### config.mk
export PLATFORM = sky130hd
export DESIGN_NAME = fifo_sync_fwft
export DESIGN_NICKNAME = d
export VERILOG_FILES = /design/src/rtl/fifo_sync_fwft_pkg.sv /design/src/rtl/fifo_sync_ram.sv /design/src/rtl/fifo_sync_fwft.sv
export SDC_FILE = /design/constraint.sdc
export NUM_CORES = 1
export LEC_CHECK = 0
export CORE_MARGIN = 2
export CORE_UTILIZATION = 40
export DETAILED_ROUTE_END_ITERATION = 6
export PLACE_DENSITY = 0.74
export SYNTH_ARGS = -nofsm -noshare
export SYNTH_HDL_FRONTEND = slang
export SYNTH_SLANG_ARGS = --single-unit
### constraint.sdc
create_clock -name clk -period 1.9 [get_ports clk]
set_input_delay 0.19 -clock clk [delete_from_list [all_inputs] [get_ports clk]]
set_output_delay 0.19 -clock clk [all_outputs]
set_load 0.005 [all_outputs]
### src/rtl/fifo_sync_fwft_pkg.sv
// Shared definitions for the first-word-fall-through FIFO: the per-cycle
// transfer kind decoded from the write and read strobes.
package fifo_sync_fwft_pkg;

    typedef enum logic [1:0] {
        OP_NONE  = 2'b00,
        OP_WR    = 2'b01,
        OP_RD    = 2'b10,
        OP_WR_RD = 2'b11
    } fifo_op_e;

    function automatic fifo_op_e decode_op(input logic wr, input logic rd);
        return fifo_op_e'({rd, wr});
    endfunction

endpackage

### src/rtl/fifo_sync_ram.sv
// DEPTH x DW storage array: registered write, asynchronous read, so the
// head prefetch in the top level sees no read latency.
module fifo_sync_ram #(
    parameter int DW = 9,
    parameter int AW = 1
) (
    input  logic          clk,
    input  logic          we,
    input  logic [AW-1:0] waddr,
    input  logic [DW-1:0] wdata,
    input  logic [AW-1:0] raddr,
    output logic [DW-1:0] rdata
);

    localparam int DEPTH = 2**AW;

    logic [DW-1:0] mem [DEPTH];

    always_ff @(posedge clk) begin
        if (we) mem[waddr] <= wdata;
    end

    assign rdata = mem[raddr];

endmodule

### src/rtl/fifo_sync_fwft.sv
// Synchronous FWFT FIFO: the head word is held in a register on o_data,
// refilled from the array (or straight from i_data) whenever it moves on.
module fifo_sync_fwft
    import fifo_sync_fwft_pkg::*;
#(
    parameter int DW       = 9,
    parameter int AW       = 1,
    parameter int AFULL_TH = 2**AW - 1
) (
    input  logic          clk,
    input  logic          rst,
    input  logic          flush,
    output logic          i_rdy,
    input  logic          i_en,
    input  logic [DW-1:0] i_data,
    input  logic          o_rdy,
    output logic          o_en,
    output logic [DW-1:0] o_data,
    output logic [AW:0]   o_count,
    output logic          o_afull
);

    localparam int DEPTH = 2**AW;
    localparam logic [AW:0]   DEPTH_C = (AW+1)'(DEPTH);
    localparam logic [AW:0]   AFULL_C = (AW+1)'(AFULL_TH);
    localparam logic [AW:0]   CNT_ONE = 1;
    localparam logic [AW-1:0] PTR_ONE = 1;

    // Handshake: a word moves only on a clock edge where valid and ready are
    // both high (wr = i_en & i_rdy, rd = o_en & o_rdy); valid never waits on
    // ready, and both ready/valid outputs come from registered state only.
    logic          wr, rd;
    fifo_op_e      op;
    logic [AW-1:0] wr_ptr, rd_ptr, next_rd_addr;
    logic [AW:0]   count, count_next;
    logic [DW-1:0] head_next, ram_rdata;

    assign i_rdy        = (count < DEPTH_C);
    assign wr           = i_en & i_rdy;
    assign rd           = o_en & o_rdy;
    assign op           = decode_op(wr, rd);
    assign next_rd_addr = rd_ptr + PTR_ONE;
    assign o_count      = count;

    // The array holds every stored word including the head; the head
    // register is a copy of mem[rd_ptr]. A word written into an empty (or
    // emptying) FIFO is not in the array yet, so it bypasses from i_data.
    always_comb begin
        count_next = count;
        head_next  = o_data;
        unique case (op)
            OP_WR: begin
                count_next = count + CNT_ONE;
                if (count == '0) head_next = i_data;
            end
            OP_RD: begin
                count_next = count - CNT_ONE;
                if (count > CNT_ONE) head_next = ram_rdata;
            end
            OP_WR_RD: begin
                head_next = (count == CNT_ONE) ? i_data : ram_rdata;
            end
            default: ;
        endcase
    end

    always_ff @(posedge clk) begin
        if (rst) begin
            wr_ptr  <= '0;
            rd_ptr  <= '0;
            count   <= '0;
            o_en    <= 1'b0;
            o_data  <= '0;
            o_afull <= 1'b0;
        end else if (flush) begin
            wr_ptr  <= '0;
            rd_ptr  <= '0;
            count   <= '0;
            o_en    <= 1'b0;
            o_afull <= 1'b0;
        end else begin
            if (wr) wr_ptr <= wr_ptr + PTR_ONE;
            if (rd) rd_ptr <= next_rd_addr;
            count   <= count_next;
            o_en    <= (count_next != '0);
            o_data  <= head_next;
            o_afull <= (count_next >= AFULL_C);
        end
    end

    fifo_sync_ram #(
        .DW (DW),
        .AW (AW)
    ) u_ram (
        .clk   (clk),
        .we    (wr & ~flush & ~rst),
        .waddr (wr_ptr),
        .wdata (i_data),
        .raddr (next_rd_addr),
        .rdata (ram_rdata)
    );

endmodule

==> impl_metrics.csv <==
group,metric,value,unit
outcome,status,"finished, final reports clean",
detailed_routing,drtPass1Iterations,4,
cts,htreeDepth,2,
cts,cts.sinks,32,
cts,cts_tree,"built",
critical_path,critPathMaxFanout,9,
placed_design,place_ws,-0.179,ns
critical_path,crit_path_max_incr_delay,0.39,ns
critical_path,worst-setup-path-type,"reg -> reg",
synth,synthCells,108,
detailed_routing,finalWirelength,2840,um
sta,setup_tns,0,ns
sta,tightest_slew,0.519,ns
critical_path,crit_required,2.06,ns
layout,fin_util,54.6,%
sta,slew_headroom,65.4,%
die,fp.coreArea,3660,um^2
cts,cts_max_path_buffers,2,
layout,final_common_cell,"clkdlybuf4s50_1",
sta,fin_crit,1.76,ns
detailed_routing,drcViolationCount,0,
detailed_routing,drt-initial-drc-count,49,
sta,whs,0.499,ns
layout,final_net_count,166,
synth,yosysUniqueCellTypes,30,
layout,fill_cells,313,
global_route,grtUsageTotal,14.8,%
sta,fin_ws,0.136,ns
layout,n_antenna_cell,0,
critical_path,start_kind,"flip-flop",
die,io_pins,28,
cts,clk_pin_slew,0.06,ns
cts,cts_buffers,5,
detailed_routing,viasPerCell,4.94,
global_route,grt_max_degree,12,
synth,synth_area,1520,um^2
global_route,grt_pass1_wl,4700,um
pwr,p_leak,0.000724,uW
critical_path,crit_arrival,1.92,ns
pwr,powerDensity,818,nW/um^2
placed_design,place_congestion,0.869,
detailed_routing,antenna_left,0,
sta,fin_crit_sh,92.9,%
synth,ys_ff_latch,32,
layout,synthToLayoutAreaGrowth,31.7,%
die,rows,22,
placed_design,port_buffers,27,
synth,syn_nets,128,
global_route,grt_pass1_vias,998,
layout,final_cell_mix,"27 x clkdlybuf4s50_1, 18 x edfxtp_1, 14 x dfxtp_1",
job,drv_cap,0,
die,die_w,65.6,um
detailed_routing,wire_per_inst,14.6,um
worst_hold_path,hp-class,"reg -> reg",
die,die-area,4310,um^2
sta,setup_viol,0,
sta,skew,0.00511,ns
critical_path,crit_family,"compound AO/OA/AOI/OAI gates",
global_route,antenna_found_initial,0,
sta,drv_slew,0,
synth,synth_area_per_cell,14.1,um^2
critical_path,timing.critical_path.buf_inv,1,
synth,yosys_warnings,0,
critical_path,reg2reg_slack,0.14,ns
die,die_h,65.6,um
critical_path,worstSetupEndpointType,"flip-flop",
sta,hold_viol,0,
layout,drive_above_1_share,33.3,%
sta,max_clock_freq,567,MHz
synth,synth_seq_area_share,54.0,%
pwr,worst_ir_drop_vdd,0.346,mV
cts,insertion_delay,0.28,ns
cts,root_buffer,"clkbuf_8",
sta,rsz0062_at_grt,"false",
global_route,grt_overflow,0,
placed_design,dp_hpwl,2080,um
critical_path,crit_chain,"nor2b_1, buf_4, ha_1, a21o_2, a221oi_2, nor3_2",
detailed_routing,vias,963,
critical_path,slowest_stage,"dfxtp_1",
die,initial_core_util,41.5,%
-- kinds of logic (layout without fill, tap and decap cells) --
kind of cell | after synthesis | after routing | synth area share, %
AO/OA/AOI/OAI | 15 | 15 | 13.8
XOR/XNOR | 2 | 2 | 1.15
adder cells (fa/ha/maj) | 6 | 6 | 4.94
buffers and inverters | 10 | 49 | 4.04
flip-flops | 32 | 32 | 54.0
multiplexers | 11 | 11 | 8.24
AND/OR/NAND/NOR | 32 | 32 | 13.8
-- per-layer routing --
layer / track usage [%] / part of all wire, % / vias up
met2: 23.5 / 48 / 27
met5: 0 / 0 / -
met4: 5.47 / 1.3 / 0
met1: 18.9 / 46 / 455
met3: 4.45 / 5.0 / 4
li1: - / - / 477
-- cells in the mapped netlist (all sizes together) --
master / number / area, um^2
a221oi: 9 / 135
mux2i: 2 / 20.0
a21oi: 1 / 16.3
nor3: 11 / 100
a21o: 1 / 7.51
o21ai: 1 / 5.00
and2: 1 / 6.26
inv: 5 / 18.8
or2: 1 / 6.26
mux2: 9 / 105
nor4: 1 / 6.26
o211ai: 1 / 21.3
nor2: 12 / 45.0
xnor2: 1 / 8.76
ha: 6 / 75.1
nor2b: 2 / 12.5
nand2: 1 / 6.26
buf: 5 / 42.5
xor2: 1 / 8.76
nand2b: 2 / 20.0
o211a: 1 / 10.0
and3: 1 / 6.26
edfxtp: 18 / 541
dfxtp: 14 / 280
a2111oi: 1 / 15.0
-- worst paths after layout --
path	cells past startpoint	from	end
worst max-delay path	6	o_count[1]$_SDFF_PP0_	o_data[5]$_SDFFE_PP0P_
worst max register to register	6	o_count[1]$_SDFF_PP0_	o_data[5]$_SDFFE_PP0P_
worst min register to register	2	o_data[6]$_SDFFE_PP0P_	o_data[6]$_SDFFE_PP0P_
worst min-delay path	2	o_data[6]$_SDFFE_PP0P_	o_data[6]$_SDFFE_PP0P_
-- metrics by stage --
stage          cells  total power (uW)  instance area (um^2)
5_1_grt          195              1720                  2000
2_1_floorplan    108               923                  1530
4_1_cts          195              1650                  2000
3_5_place_dp     187              1050                  1890
3_3_place_gp     187              1040                  1890
6_report         195              1640                  2000
-- cell type report --
class / instances / area, um^2 / area share (%)
well taps: 48 / 60.1 / 3.00
inverters: 5 / 18.8 / 0.938
clock buffers: 5 / 68.8 / 3.44
flip-flops and latches: 32 / 821 / 41.0
clock inverters: 3 / 37.5 / 1.88
repair buffers: 36 / 350 / 17.5
multi-input cells: 66 / 644 / 32.2
-- worst register-to-register path: stages, from the launching register on --
cell      delay (ns)
dfxtp_1         0.39
nor2b_1         0.08
buf_4           0.15
ha_1            0.23
a21o_2          0.34
a221oi_2        0.37
nor3_2          0.08
-- state kept, by name (all words and copies together) (netlist names) --
register / cells
wr_ptr: 1
rd_ptr: 1
o_count: 2
o_data: 9
u_ram.mem: 18
o_en: 1
-- where the power goes --
| part | internal (uW) | switching, uW |
|---|---|---|
| clock network | 381 | 226 |
| registers | 764 | 19.2 |
| logic | 134 | 112 |
-- what timing repair did --
| item | 4_1_cts | 5_1_grt |
|---|---|---|
| endpoints found under the hold margin | 0 | 0 |
| resized for setup | 0 | 1 |
| setup buffers | 0 | 0 |
| hold buffers | 0 | 0 |
| setup endpoints to repair | 0 | 2 |
Note: power is estimated with default switching activity, not from simulation.
